--- src/rtl/vga_timing_gen.sv ---
// 640x480 @ 60 Hz VGA raster timing: pixel/line counters, blanking, delayed
// active-low syncs and frame/line strobes for game-state update logic.
module vga_timing_gen #(
  parameter int H_VISIBLE  = 640,
  parameter int H_FRONT    = 16,
  parameter int H_SYNC     = 96,
  parameter int H_BACK     = 48,
  parameter int V_VISIBLE  = 480,
  parameter int V_FRONT    = 10,
  parameter int V_SYNC     = 2,
  parameter int V_BACK     = 33,
  parameter int SYNC_DELAY = 2
) (
  input  logic       vga_clk,
  input  logic       reset,
  output logic [9:0] DrawX,
  output logic [9:0] DrawY,
  output logic       blank,
  output logic       hs,
  output logic       vs,
  output logic       sync,
  output logic       frame_start,
  output logic       line_start
);

  localparam int H_TOTAL = H_VISIBLE + H_FRONT + H_SYNC + H_BACK;
  localparam int V_TOTAL = V_VISIBLE + V_FRONT + V_SYNC + V_BACK;

  localparam logic [9:0] H_LAST     = 10'(H_TOTAL - 1);
  localparam logic [9:0] V_LAST     = 10'(V_TOTAL - 1);
  localparam logic [9:0] H_VIS_END  = 10'(H_VISIBLE);
  localparam logic [9:0] V_VIS_END  = 10'(V_VISIBLE);
  localparam logic [9:0] HS_START   = 10'(H_VISIBLE + H_FRONT);
  localparam logic [9:0] HS_END     = 10'(H_VISIBLE + H_FRONT + H_SYNC);
  localparam logic [9:0] VS_START   = 10'(V_VISIBLE + V_FRONT);
  localparam logic [9:0] VS_END     = 10'(V_VISIBLE + V_FRONT + V_SYNC);

  logic [9:0] hc;
  logic [9:0] vc;
  logic       h_wrap;
  logic       v_wrap;
  logic       hs_raw;
  logic       vs_raw;

  assign h_wrap = (hc == H_LAST);
  assign v_wrap = (vc == V_LAST);

  always_ff @(posedge vga_clk or posedge reset) begin
    if (reset) begin
      hc <= '0;
      vc <= '0;
    end else if (h_wrap) begin
      hc <= '0;
      vc <= v_wrap ? '0 : vc + 10'd1;
    end else begin
      hc <= hc + 10'd1;
    end
  end

  // Strobes register the wrap condition, so they rise together with the
  // counter returning to zero; reset never produces one.
  always_ff @(posedge vga_clk or posedge reset) begin
    if (reset) begin
      line_start  <= 1'b0;
      frame_start <= 1'b0;
    end else begin
      line_start  <= h_wrap;
      frame_start <= h_wrap && v_wrap;
    end
  end

  assign DrawX  = hc;
  assign DrawY  = vc;
  assign blank  = (hc < H_VIS_END) && (vc < V_VIS_END);
  assign hs_raw = !((hc >= HS_START) && (hc < HS_END));
  assign vs_raw = !((vc >= VS_START) && (vc < VS_END));
  assign sync   = 1'b0;

  // Sync delay matches the renderers' ROM + output-register pixel latency.
  generate
    if (SYNC_DELAY == 0) begin : g_no_delay
      assign hs = hs_raw;
      assign vs = vs_raw;
    end else begin : g_delay
      logic [SYNC_DELAY-1:0] hs_pipe;
      logic [SYNC_DELAY-1:0] vs_pipe;

      always_ff @(posedge vga_clk or posedge reset) begin
        if (reset) begin
          hs_pipe <= '1;
          vs_pipe <= '1;
        end else begin
          hs_pipe[0] <= hs_raw;
          vs_pipe[0] <= vs_raw;
          for (int i = 1; i < SYNC_DELAY; i++) begin
            hs_pipe[i] <= hs_pipe[i-1];
            vs_pipe[i] <= vs_pipe[i-1];
          end
        end
      end

      assign hs = hs_pipe[SYNC_DELAY-1];
      assign vs = vs_pipe[SYNC_DELAY-1];
    end
  endgenerate

endmodule

--- config.mk ---
export PLATFORM = sky130hd
export DESIGN_NAME = vga_timing_gen
export DESIGN_NICKNAME = d
export VERILOG_FILES = /design/src/rtl/vga_timing_gen.sv
export SDC_FILE = /design/constraint.sdc
export NUM_CORES = 1
export LEC_CHECK = 0
export ABC_AREA = 1
export CAP_MARGIN = 20
export CORE_MARGIN = 3
export CORE_UTILIZATION = 45
export DETAILED_ROUTE_END_ITERATION = 10
export PLACE_DENSITY = 0.78
export SYNTH_ARGS = -nofsm -noshare
export SYNTH_HDL_FRONTEND = slang
export SYNTH_SLANG_ARGS = --single-unit
--- constraint.sdc ---
create_clock -name vga_clk -period 3.2 [get_ports vga_clk]
set_input_delay 0.96 -clock vga_clk [delete_from_list [all_inputs] [get_ports vga_clk]]
set_output_delay 0.96 -clock vga_clk [all_outputs]
set_load 0.03 [all_outputs]
== After elaboration in Yosys (flattened, before gate mapping) ==
Index checks and enable logic that the tools add are counted.

* Word-level logic and storage cells: 24
* Memory bits (read-only): 0
* Latch bits: 0
* Memories kept: 0
* RAM bits: 0
* Flip-flop bits (word level): 26
* Output and inout port bits: 26
* Input port bits: 2

* Div/mod/pow operators: 0
* Mux-type cells: 2
* Magnitude comparators: 6
* Multipliers: 0
* Shift operators: 0
* $add $sub $neg: 2
* Bitwise logic cells: 0
* Eq/ne operators: 2
* Reduce and logical (&&, ||, !) cells: 6

{| class="wikitable"
|+ Operators with widths
! operator !! count
|-
| 10-bit by 1-bit adder with 10-bit output (second input constant) || 2
|-
| 10-bit == test (second input constant) || 2
|-
| 10-bit < comparator (second input constant) || 2
|-
| 10-bit by 9-bit < comparator with 1-bit output (second input constant) || 2
|-
| 10-bit two-way mux || 2
|-
| 10-bit >= comparator (second input constant) || 1
|-
| 10-bit by 9-bit >= comparator with 1-bit output (second input constant) || 1
|-
| 1-bit logical AND || 4
|-
| 1-bit zero test || 2
|}

== Longest topological paths before layout ==
* Word-level depth: 3
* Gate-level depth with buffers: 9
* Mapped depth without buffers: 9

== Worst setup path before layout ==
OpenSTA, ideal clock, no wires.

* Path kind: register to output
* From: register vc[5], in the netlist DrawY[5]
* To: output port blank
* Arrival: 1.250 ns
* Stages on the path, launching flop included: 5
* Path buffers: 1
* Slack: 0.990 ns
* Cell sequence: dfrtp_1 > buf_2 > nand4_1 > inv_1 > nor2_1

* Cells in the longest elaborated chain, start to end: 2

{| class="wikitable"
|+ Ends and longest elaborated chain
! item !! line !! RTL
|-
| from (decl) || 39 || <nowiki>logic [9:0] vc;</nowiki>
|-
| from (signal assigned) || 54 || <nowiki>vc <= v_wrap ? '0 : vc + 10'd1;</nowiki>
|-
| 10-bit by 9-bit < comparator with 1-bit output || 74 || <nowiki>assign blank = (hc < H_VIS_END) && (vc < V_VIS_END);</nowiki>
|-
| 1-bit logical AND || 74 ||
|-
| to (decl) || 18 || <nowiki>output logic blank,</nowiki>
|}

Every way passes these cells.

== Final worst setup path ==
Ends and elaborated chain as after synthesis.

==> metrics.md <==
| Metric | Value |
|---|---|
| Status | complete, no violations |
| Cells after synthesis | 162 |
| Fraction of registers with async set/reset | 1.00 |
| TritonCTS buffer count | 3 |
| First DRT Iteration DRCs | 47 |
| Routed Antenna Nets | 0 |
| RR Startpoint | DrawX[1] |
| Largest net degree at the start of global routing | 27 |
| Pwr Density | 301 mW/mm^2 |
| VDD IR max | about 0.20 mV |
| Reg2reg path depth | 6 |
| CP Launch Type | register |
| Worst path slowest cell | clkdlybuf4s50_1 |
| Clock sinks | 26 |
| Hold_ws | 366 ps |
| HPWL reported at the end of detailed placement | 2070 um |
| Inserted Diodes | 0 |
| Antenna violations before repair | 0 |
| Internal reg-to-reg setup slack | 1670 ps |
| Worst Hold Class | register to register |
| Worst Skew | 13.6 ps |
| Post-synth top area share | 0.404 |
| Min-delay src | g_delay.hs_pipe[0] |
| Worst skew pair latency | 330 ps |
| Grt ovf | 0 |
| DP Worst Slack | 779 ps |
| DR DRC count | 0 |
| Wire per inst | between 10 and 15 um |
| Final period util | 0.871 |
| First-pass GRT wire length | 4650 um |
| Pre-Repair DR Iteration Count | 4 |
| Die X | 61 um |
| Setup bufs post-CTS | 0 |
| CTS tree | done |
| I/O pin total | 28 |
| CP required | 2240 ps |
| Fraction of layout cells with a size suffix above 1 | 0.0947 |
| CP Capture Type | primary output |
| Clock slew at reported path FFs | 150 ps |
| Crit Path Class | register to primary output |
| Hold endpoint | g_delay.hs_pipe[1] |
| CP max stage delay | between 600 and 700 ps |
| Layout Nets | just under 200 |
| Max-Cap Viols | 0 |
| Synthesized area | between 0.001 and 0.0015 mm^2 |
| Post-CTS Hold Buffers | 0 |
| Synth area leaders | dfrtp_1 40%, nand2_1 8.8%, dfstp_2 7.7%, nor2_1 7.2%, xor2_1 6.4% |
| Starting Density | 0.481 |
| RSZ-0062 raised after global routing | false |
| Syn_area_per_cell | 8.40 um^2 |
| Die Footprint | 0.00372 mm^2 |
| FILL cells | 243 |
| TNS Setup | 0 ps |
| Tmin final | approximately 2800 ps |
| Post-cts resize count | 0 |
| Final Slew Violations | 0 |
| Vias in the first global route | 1056 |
| Root Buffer | clkbuf_4 |
| GP Congestion | between 0.9 and 1 |
| EDFF count, synth | 0 |
| Final hold violation count | 0 |
| CTS H-Tree Depth | 1 |
| Worst EP arrival | 1830 ps |
| Via/cell ratio | ~5.1 |
| I/O Buffers | 26 |
| Leakage | 0.855 nW |
| Final core utilization | 0.596 |
| Area grow syn2layout | 23.9% |
| Core Box Area | 0.00283 mm^2 |
| Vias | approximately 1.1k |
| Final WS setup | 413 ps |
| GRT Overall Usage | 0.171 |
| Post-synth top flop | dfrtp_1 |
| Die height | 61 um |
| Warnings from Yosys | 0 |
| Critical-path maximum fanout | 8 |
| Cells on Worst Hold Path | 0 |
| Sequential share of the synthesized area | 0.482 |
| Setup violators final | 0 |
| Fmax | between 300 and 400 MHz |
| WL final | ~2700 um |
| CP cell instances | nand4_1 -> inv_1 -> nor2_1 -> clkdlybuf4s50_1 |
| Worst r2r dst | DrawY[6] |
| Syn Nets | 168 |
| Clock Path Buffers | 2 |
| Distinct cell type count after synthesis | 26 |
| Synth Register Bits | 26 |
| # rows | 19 |
| Dominant cell type by area after synthesis | dfrtp_1 |
-- report_power, final --
group	switching, mW	internal [mW]	total [mW]
sequential	0	0.329	0.329
combinational	0.00776	0.00196	0.00972
clock	0.0996	0.0697	0.169
-- Yosys cell counts (2+ instances only) --
cell and count:
o21ai_0 4, nand2_1 32, xor2_1 10, nand3_1 11
a21oi_1 3, nor2_1 26, inv_2 2, buf_2 2
nor2_2 2, dfstp_2 4, nand3b_1 3, dfrtp_1 22
ha_1 4, nand4_1 3, inv_1 23
-- area by class of cell --
cell class / instances / area (um^2) / share of cell area
tap: 31 / 38.8 / 0.0230
multi-input combinational: 108 / 594 / 0.352
clock buffer: 4 / 36.3 / 0.0215
timing repair buffer: 27 / 268 / 0.159
inverter: 25 / 93.8 / 0.0556
sequential: 26 / 656 / 0.389
-- cell families (layout without fill, tap and decap cells) --
kind of cell | count (synthesis) | in the layout | synth area share
other | 1 | 1 | 0.00275
buffers and inverters | 28 | 56 | 0.0818
flip-flops | 26 | 26 | 0.482
AO/OA/AOI/OAI | 9 | 9 | 0.0368
adder cells (fa/ha/maj) | 4 | 4 | 0.0368
XOR/XNOR | 11 | 11 | 0.0708
AND/OR/NAND/NOR | 83 | 83 | 0.290
-- critical path, delay by kind of cell, from the launching register on --
family	cells	cell delay, ps
buffers and inverters	2	740
DFF	1	490
and+or+nand+nor	2	270
-- routing by layer --
layer  GRT usage  vias to the layer above  routed length, um
met5           0                        -                  0
met3      0.0340                        7                 89
met1       0.212                      537               1210
li1            -                      555                  -
met4      0.0898                        0                 63
met2       0.281                       26               1340
-- worst max-delay path by stage --
| stage | startpoint | endpoint | slack, ps |
|---|---|---|---|
| after floorplan | DrawY[5] | blank | 990 |
| after global placement | DrawX[9] | blank | 810 |
| after detailed placement | DrawX[9] | blank | 780 |
| after CTS | DrawY[5] | blank | 390 |
| after global routing | DrawY[6] | blank | 250 |
| final | DrawY[5] | blank | 410 |
-- placed cells by master (no fill, tap or decap), types with 2 or more instances in the layout --
cell type	n
nor2_2	2
nand3b_1	3
a21oi_1	3
nand2_1	32
clkdlybuf4s50_1	26
inv_2	2
nor2_1	26
dfrtp_1	22
inv_1	23
xor2_1	10
ha_1	4
dfstp_2	4
nand4_1	3
o21ai_0	4
nand3_1	11
clkbuf_4	3
-- through the flow --
stage	total power, mW	area, um^2	cells
finish	0.508	1690	221
global route	0.537	1690	221
CTS	0.518	1690	221
detailed placement	0.345	1650	217
global placement	0.345	1650	217
floorplan	0.342	1360	162
-- registers in the layout, indices dropped and copies added, names as in the netlist --
register and flops:
g_delay.vs_pipe 2, DrawY 10, DrawX 10, g_delay.hs_pipe 2, frame_start 1, line_start 1
Note: power is estimated with default switching activity, not from simulation.
